--- config.mk ---
export PLATFORM = sky130hd
export DESIGN_NAME = pixel_scanout
export DESIGN_NICKNAME = d
export VERILOG_FILES = /design/src/rtl/pixel_pkg.sv /design/src/rtl/pixel_skid_fifo.sv /design/src/rtl/pixel_scanout.sv
export SDC_FILE = /design/constraint.sdc
export NUM_CORES = 1
export LEC_CHECK = 0
export ABC_AREA = 1
export CORE_UTILIZATION = 31
export CTS_CLUSTER_DIAMETER = 40
export DETAILED_ROUTE_END_ITERATION = 12
export GPL_TIMING_DRIVEN = 0
export MAX_ROUTING_LAYER = met4
export PLACE_DENSITY = 0.49
export SLEW_MARGIN = 0
export SYNTH_ARGS = -nofsm -noshare
export SYNTH_HDL_FRONTEND = slang
export SYNTH_HIERARCHICAL = 1
export SYNTH_SLANG_ARGS = --single-unit
--- constraint.sdc ---
create_clock -name clk_i -period 8.1 [get_ports clk_i]
set_clock_uncertainty 0.05 [all_clocks]
set_input_delay 1.62 -clock clk_i [delete_from_list [all_inputs] [get_ports clk_i]]
set_output_delay 1.62 -clock clk_i [all_outputs]
set_load 0.1 [all_outputs]
--- src/rtl/pixel_pkg.sv ---
// Shared pixel types and RGB565->RGB888 expansion, used by the scanout engine
// and by the display-side model.
package pixel_pkg;

  typedef struct packed {
    logic [4:0] r;
    logic [5:0] g;
    logic [4:0] b;
  } rgb565_t;

  typedef struct packed {
    logic [7:0] r;
    logic [7:0] g;
    logic [7:0] b;
  } rgb888_t;

  typedef enum logic [1:0] {
    ST_IDLE,
    ST_WAIT_SYNC,
    ST_STREAM,
    ST_DRAIN
  } scan_state_e;

  localparam int FIFO_DEPTH = 2;

  // Replicating the top bits into the new LSBs maps full-scale to 0xFF exactly.
  function automatic rgb888_t rgb565_to_888(input rgb565_t p);
    rgb888_t o;
    o.r = {p.r, p.r[4:2]};
    o.g = {p.g, p.g[5:4]};
    o.b = {p.b, p.b[4:2]};
    return o;
  endfunction

endpackage

--- src/rtl/pixel_skid_fifo.sv ---
// Two-entry pixel FIFO between the framebuffer read port and the display stream.
// The head entry is held until the consumer accepts it.
module pixel_skid_fifo
  import pixel_pkg::*;
(
  input  logic       clk_i,
  input  logic       rstn_i,
  input  logic       wr_valid_i,
  input  rgb888_t    wr_data_i,
  output logic       rd_valid_o,
  input  logic       rd_ready_i,
  output rgb888_t    rd_data_o,
  output logic [1:0] count_o
);

  rgb888_t [FIFO_DEPTH-1:0] mem_q, mem_d;
  logic                     rd_ptr_q, rd_ptr_d;
  logic                     wr_ptr_q, wr_ptr_d;
  logic [1:0]               count_q, count_d;
  logic                     push, pop;

  assign rd_valid_o = (count_q != 2'd0);
  assign rd_data_o  = mem_q[rd_ptr_q];
  assign count_o    = count_q;
  assign pop        = rd_valid_o & rd_ready_i;
  // The producer never overfills; the guard only keeps state sane if it did.
  assign push       = wr_valid_i & ((count_q != 2'd2) | pop);

  always_comb begin
    mem_d    = mem_q;
    wr_ptr_d = wr_ptr_q;
    rd_ptr_d = rd_ptr_q;
    if (push) begin
      mem_d[wr_ptr_q] = wr_data_i;
      wr_ptr_d        = ~wr_ptr_q;
    end
    if (pop) rd_ptr_d = ~rd_ptr_q;
    count_d = count_q + {1'b0, push} - {1'b0, pop};
  end

  always_ff @(posedge clk_i) begin
    if (!rstn_i) begin
      mem_q    <= '0;
      wr_ptr_q <= 1'b0;
      rd_ptr_q <= 1'b0;
      count_q  <= 2'd0;
    end else begin
      mem_q    <= mem_d;
      wr_ptr_q <= wr_ptr_d;
      rd_ptr_q <= rd_ptr_d;
      count_q  <= count_d;
    end
  end

endmodule

--- src/rtl/pixel_scanout.sv ---
// Framebuffer scanout: on each display frame toggle, reads WIDTH*HEIGHT RGB565
// words in raster order and streams them out as RGB888 over valid/ready.
module pixel_scanout
  import pixel_pkg::*;
#(
  parameter int WIDTH  = 320,
  parameter int HEIGHT = 240,
  parameter int ADDR_W = 17
) (
  input  logic              clk_i,
  input  logic              rstn_i,
  input  logic              enable_i,
  input  logic [ADDR_W-1:0] fb_base_i,
  output logic              mem_req_o,
  output logic [ADDR_W-1:0] mem_addr_o,
  input  logic [15:0]       mem_rdata_i,
  output logic              pixel_valid_o,
  input  logic              pixel_ready_i,
  output logic [23:0]       pixel_data_o,
  input  logic              frame_idx_i,
  output logic              frame_done_o,
  output logic              busy_o
);

  localparam int NPIX  = WIDTH * HEIGHT;
  localparam int IDX_W = (NPIX > 1) ? $clog2(NPIX) : 1;
  localparam logic [IDX_W-1:0] LAST_IDX = IDX_W'(NPIX - 1);

  scan_state_e       state_q, state_d;
  logic              frame_idx_q;
  logic              sync_pend_q, sync_pend_d;
  logic [ADDR_W-1:0] base_q, base_d;
  logic [IDX_W-1:0]  idx_q, idx_d;
  logic              inflight_q, inflight_d;

  logic              sync_evt, start, req, done;
  logic              fifo_valid, pop;
  logic [1:0]        fifo_count;
  rgb888_t           fifo_data;
  logic [2:0]        occ;

  assign sync_evt = frame_idx_i ^ frame_idx_q;
  assign pop      = fifo_valid & pixel_ready_i;
  // Slots already committed after this cycle's pop: stored plus one read in flight.
  assign occ      = {1'b0, fifo_count} + {2'b0, inflight_q} - {2'b0, pop};

  always_comb begin
    state_d = state_q;
    start   = 1'b0;
    req     = 1'b0;
    done    = 1'b0;
    unique case (state_q)
      ST_IDLE: begin
        if (enable_i) state_d = ST_WAIT_SYNC;
      end
      ST_WAIT_SYNC: begin
        if (!enable_i) begin
          state_d = ST_IDLE;
        end else if (sync_pend_q) begin
          start   = 1'b1;
          state_d = ST_STREAM;
        end
      end
      ST_STREAM: begin
        req = (occ < 3'd2);
        if (req && (idx_q == LAST_IDX)) state_d = ST_DRAIN;
      end
      ST_DRAIN: begin
        if ((fifo_count == 2'd0) && !inflight_q) begin
          done    = 1'b1;
          state_d = ST_WAIT_SYNC;
        end
      end
      default: state_d = ST_WAIT_SYNC;
    endcase
  end

  always_comb begin
    // A toggle arriving in the same cycle a frame starts is kept for the next one.
    sync_pend_d = (sync_pend_q & ~start) | sync_evt;
    base_d      = start ? fb_base_i : base_q;
    idx_d       = idx_q;
    if (start)    idx_d = '0;
    else if (req) idx_d = idx_q + 1'b1;
    inflight_d  = req;
  end

  always_ff @(posedge clk_i) begin
    frame_idx_q <= frame_idx_i;
    if (!rstn_i) begin
      state_q     <= ST_WAIT_SYNC;
      sync_pend_q <= 1'b0;
      base_q      <= '0;
      idx_q       <= '0;
      inflight_q  <= 1'b0;
    end else begin
      state_q     <= state_d;
      sync_pend_q <= sync_pend_d;
      base_q      <= base_d;
      idx_q       <= idx_d;
      inflight_q  <= inflight_d;
    end
  end

  pixel_skid_fifo u_fifo (
    .clk_i      (clk_i),
    .rstn_i     (rstn_i),
    .wr_valid_i (inflight_q),
    .wr_data_i  (rgb565_to_888(rgb565_t'(mem_rdata_i))),
    .rd_valid_o (fifo_valid),
    .rd_ready_i (pixel_ready_i),
    .rd_data_o  (fifo_data),
    .count_o    (fifo_count)
  );

  assign mem_req_o     = req;
  assign mem_addr_o    = req ? (base_q + ADDR_W'(idx_q)) : '0;
  assign pixel_valid_o = fifo_valid;
  assign pixel_data_o  = fifo_valid ? fifo_data : 24'h0;
  assign frame_done_o  = done;
  assign busy_o        = (state_q == ST_STREAM) || (state_q == ST_DRAIN);

endmodule

==> summary.txt, run 1 <==
Run status
  – Status: complete, no violations

Flow run
  – Max-cap violations: 0

Floorplan
  – Core box area: between 15,000 and 20,000 um2
  – Die W: 140 um
  – Starting Density: 31.6%
  – Die ar.: 19,600 um2
  – Die H: ~140 um
  – Row count: 50
  – Top Ports: 83

Worst setup path
  – Worst path required time: 6.43 ns
  – Number of cells on the worst reg-to-reg path: 14
  – R2r startpoint: u_fifo/count_o[1]
  – Crit path arrival time: roughly 5.3 ns
  – Crit path max fanout: 10
  – Worst R2R Setup Slack: 4.97 ns
  – Worst setup EP type: output pin
  – Reg2reg end: idx_q[10]
  – Crit path launch type: input port
  – Critical path class: input port to output pin

Global routing
  – Total gr overflow: 0
  – First-pass GRT wire length: around 27 mm
  – Largest net degree at the start of global routing: 16
  – GRT Util Overall: 18.0%
  – Initial antenna violation count: 0
  – Vias in the first global route: 5,450

Synthesis
  – Synth Warn #: 6
  – Area share of fa/ha/maj cells after synthesis: approximately 6.0%
  – Sequential share of the synthesized area: between 30 and 40%
  – Synth Area in Compound Gates: 8.51%
  – Largest family of logic cells by synthesized area: simple AND/OR/NAND/NOR gates
  – Synth Net Count: 1,045
  – Simple-Gate Fraction of Synth Area: 36.7%
  – Synth Instances: 980
  – Mapped Avg Cell Area: 6.03 um2
  – Mapped Area: 5910 um2
  – Distinct cells, synth: 38
  – Synth Area in XOR/XNOR: 1.33%
  – Synthesized flop and latch total: 91
  – Mux cell area share after synthesis: 0%

Timing
  – Final period utilization: 86.5%
  – Worst slew margin: 34.3%
  – RSZ-0062 raised after global routing: false
  – Minimum clock period: about 7.0 ns
  – Setup TNS: 0 ns
  – Slew @ Worst Pin: approximately 1 ns
  – Final setup viols: 0
  – Endpoints failing hold: 0
  – Highest clock rate: ~140 MHz
  – Final Max Slew Viols: 0

Clocking
  – Clk root buf: clkbuf_16
  – CTS Hold Bufs: 0
  – Bufs on Longest Clock Path: 2
  – Post-CTS setup buffer count: 0
  – H-tree depth: 3
  – CTS Buf Count: 9
  – Post-CTS sizing: 0
  – CTS tree: built
  – Clock sinks: 91
  – Worst-skew pair later-pin latency: 0.35 ns
  – CTS clk-pin slew, worst paths: 0.07 ns

Drt
  – Vias per std cell: between 4 and 5
  – Vias: 5,895
  – Final wirelength: 16.4 mm
  – Routed Antenna Nets: 0
  – Pre-Repair DR Iteration Count: 5
  – Remaining DRCs: 0
  – Routed wire length per instance: 12.5 um
  – Iter 0 DRT Violations: 282

Final layout
  – Commonest non-fill, non-tap cell in the layout: nand2_1
  – Final design utilization: 39.4%
  – Nets: about 1,100
  – Number of fill cells: 2,056
  – Layout cells sized above 1: under 10%
  – Area of the multi-input gates: 3110 um2
  – # diodes: 0
  – Storage cell area: 1820 um2
  – Commonest non-fill, non-tap cells in the layout: nand2_1 (267), inv_1 (204), nor2_1 (138)
  – Area grow syn2layout: 24.6%

Power
  – Pwr/cell area: around 200 nW/um2
  – Design Power: between 1500 and 2000 uW
  – Leak pwr: around 0.0035 uW
  – Maximum VDD drop: 0.108 mV

Place
  – Port Buffer Count: 82
  – GP Congestion: around 0.83
  – DP Wirelength: 12.3 mm

Worst hold path
  – Worst hold start: u_fifo/mem_q[36]
  – HP Class: flop to flop
  – Hold Crit Endpoint: u_fifo/mem_q[36]
  – Hold Crit Depth: 4
sequential cells by signal (all words and copies together) (netlist names):
signal	flops
base_q	17
frame_idx_q	1
idx_q	17
inflight_q	1
state_q	2
sync_pend_q	1
u_fifo/count_o	2
u_fifo/mem_q	48
u_fifo/rd_ptr_q	1
u_fifo/wr_ptr_q	1
per-layer routing:
metal	vias to the layer above	wire, um	GRT usage (%)
li1	3171	-	-
met5	-	0	-
met3	17	572	3.35
met1	2603	8600	24.6
met4	0	246	4.68
met2	104	7020	27.1
power breakdown:
| part | switching, uW | total [uW] | internal [uW] |
|---|---|---|---|
| Clock | 188 | 489 | 301 |
| Sequential | 24.5 | 510 | 485 |
| Combinational | 364 | 509 | 146 |
| Total | 576 | 1510 | 932 |
layout make-up:
class                      count  share of cell area, %
buffer                        42                   2.73
sequential                    91                   24.7
clock buffer                   9                   3.06
timing repair buffer          82                   11.1
multi-input combinational    639                   42.2
tap                          234                   3.97
clock inverter                 7                   1.58
inverter                     208                   10.6
worst max path at each step:
stage	from	to	depth (start not counted)
floorplan	pixel_ready_i	mem_addr_o[8]	10
global placement	pixel_ready_i	mem_addr_o[7]	12
detailed placement	pixel_ready_i	mem_addr_o[7]	12
CTS	pixel_ready_i	mem_addr_o[7]	12
global route	pixel_ready_i	mem_addr_o[5]	12
finish	pixel_ready_i	mem_addr_o[7]	12
cells in the mapped netlist:
| library cell | number | area [um2] |
|---|---|---|
| or2_2 | 3 | 18.8 |
| nor2_2 | 3 | 18.8 |
| or3_1 | 1 | 6.26 |
| a21boi_0 | 1 | 7.51 |
| nand4_1 | 51 | 319 |
| nand4_2 | 1 | 12.5 |
| nor3_1 | 5 | 25.0 |
| nand3_2 | 5 | 50.1 |
| xnor2_1 | 5 | 43.8 |
| nand3_1 | 18 | 90.1 |
| buf_2 | 14 | 70.1 |
| dfxtp_1 | 91 | 1820 |
| nor3b_2 | 1 | 12.5 |
| a21oi_1 | 37 | 185 |
| nor3_2 | 1 | 10.0 |
| nor3b_1 | 1 | 7.51 |
| nand3b_1 | 2 | 15.0 |
| buf_4 | 3 | 22.5 |
| o21ai_0 | 56 | 280 |
| xor2_1 | 4 | 35.0 |
| nand2_1 | 267 | 1000 |
| nand2_2 | 3 | 18.8 |
| inv_1 | 204 | 766 |
| a211oi_1 | 1 | 7.51 |
| buf_1 | 4 | 15.0 |
| clkbuf_1 | 19 | 71.3 |
| o21ai_2 | 1 | 8.76 |
| or2_0 | 2 | 12.5 |
| ha_1 | 25 | 313 |
| clkinv_1 | 1 | 3.75 |
| nor2_1 | 138 | 518 |
| clkinv_2 | 1 | 5.00 |
| o22ai_1 | 1 | 6.26 |
| nor2_4 | 3 | 33.8 |
| fa_1 | 2 | 40.0 |
| inv_2 | 2 | 7.51 |
| buf_6 | 2 | 22.5 |
| o211ai_1 | 1 | 7.51 |
through the flow:
| step | instance area (um2) | std cells | hold WS, ns | worst slack (ns) |
|---|---|---|---|---|
| final | 7370 | 1312 | 0.458 | 1.09 |
| after global routing | 7370 | 1312 | 0.491 | 0.949 |
| after CTS | 7370 | 1312 | 0.460 | 1.07 |
| after detailed placement | 7020 | 1296 | 0.446 | 1.08 |
| after global placement | 7020 | 1296 | 0.447 | 1.07 |
| after floorplan | 5910 | 980 | 0.431 | 1.42 |
critical path: stages:
cell and delay (ns):
clkdlybuf4s50_1 0.53, nand2_1 0.07, inv_1 0.06, ha_1 0.21
or2_2 0.30, fa_1 0.53, nand3_2 0.12, nor2_4 0.23
buf_4 0.24, o21ai_0 0.10, a21oi_1 0.16, clkdlybuf4s50_1 1.15
cells by family (layout without fill, tap and decap cells):
kind of cell / Yosys count / in the layout
DFF: 91 / 91
buffers and inverters: 250 / 348
adders and majority gates: 27 / 27
and+or+nand+nor: 505 / 505
xor gates and xnor gates: 9 / 9
AOI/OAI and AO/OA: 98 / 98
Power figures use the tool's default switching activity.
==> inputs of run 2 (changes only) <==
==> constraint.sdc (replaced) <==
create_clock -name clk_i -period 7.38 [get_ports clk_i]
set_clock_uncertainty 0.05 [all_clocks]
set_input_delay 1.476 -clock clk_i [delete_from_list [all_inputs] [get_ports clk_i]]
set_output_delay 1.476 -clock clk_i [all_outputs]
set_load 0.1 [all_outputs]
==> results of run 2 <==
The final DEF is identical to that of run 1. Status: complete, no violations.
Among the figures that moved: setup slack after placement 1.08 ns -> 0.650 ns; setup slack after layout 1.09 ns -> 0.659 ns; register-to-register setup slack 4.97 ns -> 4.25 ns; total power 1510 uW -> 1660 uW; worst IR drop on VDD 0.108 mV -> 0.119 mV
==> inputs of run 3 (changes only) <==
--- a/config.mk
+++ b/config.mk
@@ -5,13 +5,12 @@
 export SDC_FILE = /design/constraint.sdc
 export NUM_CORES = 1
 export LEC_CHECK = 0
-export ABC_AREA = 1
 export CORE_UTILIZATION = 31
 export CTS_CLUSTER_DIAMETER = 40
 export DETAILED_ROUTE_END_ITERATION = 12
 export GPL_TIMING_DRIVEN = 0
-export MAX_ROUTING_LAYER = met4
-export PLACE_DENSITY = 0.49
+export HOLD_SLACK_MARGIN = 0.08
+export PLACE_DENSITY = 0.5
 export SLEW_MARGIN = 0
 export SYNTH_ARGS = -nofsm -noshare
 export SYNTH_HDL_FRONTEND = slang
==> run 3 against run 2 <==
  * Core utilization increased by 1.5 points
  * Routed wire length is 18% lower
  * Register-to-register slack worse by 0.40 ns
  * Clock power decreased by 8.0%
  * Global-route usage shrank 1.9 points
  * Critical path type unchanged
  * Largest power group unchanged
  * Highest routed layer unchanged
==> summary.txt, run 3 <==
Worst setup path
  – Worst path required time: 5.85 ns
  – Worst setup EP type: output pin
  – Critical path origin: pixel_ready_i
  – Crit path max fanout: 10 (unchanged)
  – Number of cells on the worst reg-to-reg path: 10 (-4)
  – Critical path class: input port to output pin
  – Crit path launch type: input port
  – Crit path arrival time: 5.41 ns
  – R2r startpoint: u_fifo/count_o[1]

Final layout
  – Storage cell area: 1820 um2 (unchanged)
  – Top flop regs: u_fifo/mem_q (48), base_q (17), idx_q (17)
  – Commonest non-fill, non-tap cell in the layout: nand2_1
  – Commonest non-fill, non-tap cells in the layout: nand2_1 (140), dfxtp_1 (91), clkdlybuf4s50_1 (82)
  – # diodes: 0 (unchanged)
  – Max reg flops: 48 (unchanged)
  – Largest Register: u_fifo/mem_q
  – Final Non-Filler Cells: 910 (-31%)
  – Area of the multi-input gates: 3110 um2 (+0.20%)
  – Final instance area: 6590 um2 (-11%)
  – Nets: 755 (-34%)
  – Number of fill cells: 1,628 (-21%)
  – Layout cells sized above 1: 5.19% (-0.29 points)
  – Area grow syn2layout: 27.2%
  – Final design utilization: 40.9% (+1.5 points)

Worst hold path
  – Worst hold start: u_fifo/mem_q[11]
  – Hold Crit Depth: 2 (-2)
  – HP Class: flop to flop

Power
  – Pwr/cell area: 221 nW/um2
  – Leak pwr: 0.00241 uW (-31%)
  – Maximum VDD drop: between 0.2 and 0.25 mV

Timing
  – Worst slew margin: 33.0% (-1.3 points)
  – Setup TNS: 0 ns (unchanged)
  – Endpoints failing hold: 0 (unchanged)
  – Final setup viols: 0 (unchanged)
  – Final Max Slew Viols: 0 (unchanged)
  – Final period utilization: a little over nine tenths
  – RSZ-0062 raised after global routing: false
  – Highest clock rate: 144 MHz
  – Slew @ Worst Pin: 0.980 ns (-0.00237 ns)
  – Minimum clock period: around 6.9 ns

Clocking
  – CTS tree: built
  – CTS Hold Bufs: 0 (unchanged)
  – Worst-skew pair later-pin latency: 0.35 ns (about the same)
  – Clk root buf: clkbuf_16
  – Post-CTS sizing: 0 (unchanged)
  – Clock sinks: 91 (unchanged)
  – H-tree depth: 3 (unchanged)
  – Post-CTS setup buffer count: 0 (unchanged)
  – Bufs on Longest Clock Path: 2 (unchanged)
  – CTS Buf Count: 9 (unchanged)
  – CTS clk-pin slew, worst paths: 0.06 ns (about the same)

Synthesis
  – Commonest cells post-synth: nand2_1 (140), dfxtp_1 (91), mux2i_1 (50), and2_1 (33)
  – Mapped Area: 5180 um2 (-12%)
  – Main synth FF type: dfxtp_1
  – Distinct cells, synth: 54 (+42%)
  – Sequential share of the synthesized area: 35.2% (+4.3 points)
  – Cell accounting for the most synthesized area: dfxtp_1
  – Top post-synthesis cells by area: dfxtp_1 (35%), nand2_1 (10%), mux2i_1 (9.7%), ha_1 (6.0%), mux2_1 (5.4%)
  – Mapped Avg Cell Area: 8.68 um2 (+44%)
  – Top-count cell post-synth: nand2_1
  – Synth Net Count: 662 (-37%)
  – Synth Warn #: 6 (unchanged)
  – Asr flop ratio synth: 0% (unchanged)
  – Number of synthesized flops with an enable pin: 0 (unchanged)
  – Yosys top cell area share: 35.2% (+4.3 points)
  – Synth Instances: 597 (-39%)
  – Synthesized flop and latch total: 91 (unchanged)

Drt
  – Final wirelength: 13.5 mm (-18%)
  – Routed wire length per instance: 14.9 um (+19%)
  – Pre-Repair DR Iteration Count: 4 (-1)
  – Vias per std cell: 4.80 (+6.8%)
  – Routed Antenna Nets: 0 (unchanged)
  – Iter 0 DRT Violations: 176 (-38%)
  – Vias: 4,367 (-26%)
  – Remaining DRCs: 0 (unchanged)

Flow run
  – Max-cap violations: 0 (unchanged)

Floorplan
  – Die ar.: 17,200 um2 (-12%)
  – Row count: 46 (-8.0%)
  – Die H: 131 um (-6.3%)
  – Core box area: 16,100 um2 (-14%)
  – Starting Density: 32.2% (+0.56 points)
  – Die W: 131 um (-6.3%)
  – Top Ports: 83 (unchanged)

Global routing
  – GRT Util Overall: 16.1% (-1.9 points)
  – Vias in the first global route: 4,503 (-17%)
  – First-pass GRT wire length: 22.3 mm (-18%)
  – Initial antenna violation count: 0 (unchanged)
  – Total gr overflow: 0 (unchanged)
  – Largest net degree at the start of global routing: 15 (-1)

Run status
  – Status: complete, no violations

Place
  – DP Area: 6270 um2 (-11%)
  – Dpl cells: 895 (-31%)
  – DP Wirelength: 10.2 mm (-17%)
  – Port Buffer Count: 82 (unchanged)
  – GP Congestion: 0.827 (-0.41%)
[run 3: cell types whose count changed after synthesis, moves of 25 or more]
cell / delta
inv_1: -195
and2_1: +33
mux2i_1: +50
nand4_1: -46
o21ai_0: -45
mux2_1: +25
nand2_1: -127
nor2_1: -115
[run 3: final timing paths]
| check | to | slack (ns) |
|---|---|---|
| setup / recovery | mem_addr_o[12] | 0.45 |
| hold / removal | u_fifo/mem_q[11] | 0.41 |
| setup reg to reg | idx_q[16] | 3.85 |
| hold reg to reg | u_fifo/mem_q[11] | 0.41 |
[run 3: report_power, final]
group	total, uW	internal, uW	switching (uW)
clock network	494	303	192
logic	414	140	274
registers	546	519	26.3
[run 3: area by class of cell]
class	count	area share (%)
clock buffers	10	3.63
inverters	11	0.627
clock inverters	5	1.18
multi-input cells	464	47.2
repair buffers	82	12.5
well taps	216	4.10
plain buffers	31	3.15
flip-flops and latches	91	27.6
[run 3: cell families (layout without fill, tap and decap cells)]
kind of cell	after synthesis	after routing	synth area share, %
AO/OA/AOI/OAI	76	76	9.71
XOR/XNOR	24	24	4.06
adder cells (fa/ha/maj)	27	27	6.81
buffers and inverters	42	139	4.80
flip-flops	91	91	35.2
multiplexers	75	75	15.1
AND/OR/NAND/NOR	262	262	24.4
[run 3: layer usage]
metal,vias to the layer above,share of wire (%),wire length [um],global-route usage (%)
met5,-,0,0,0
met4,0,1.8,250,6.07
met3,17,3.8,511,2.55
met2,110,47,6390,28.0
met1,2016,47,6400,20.0
li1,2224,-,-,-
[run 3: critical path, cell delays in order]
cell             delay, ns
clkdlybuf4s50_1       0.45
and2_1                0.18
ha_1                  0.26
nand2b_1              0.15
fa_1                  0.49
clkinv_1              0.12
or3_1                 0.37
buf_2                 0.21
buf_1                 0.26
nor3_1                0.27
clkdlybuf4s50_1       1.17
[run 3: per-stage QoR]
stage | worst slack, ns | hold WS [ns] | power (uW)
5_1_grt | 0.194 | 0.424 | 1530
3_3_place_gp | 0.436 | 0.388 | 972
2_1_floorplan | 0.304 | 0.381 | 850
4_1_cts | 0.427 | 0.406 | 1480
6_report | 0.448 | 0.408 | 1450
3_5_place_dp | 0.430 | 0.395 | 977
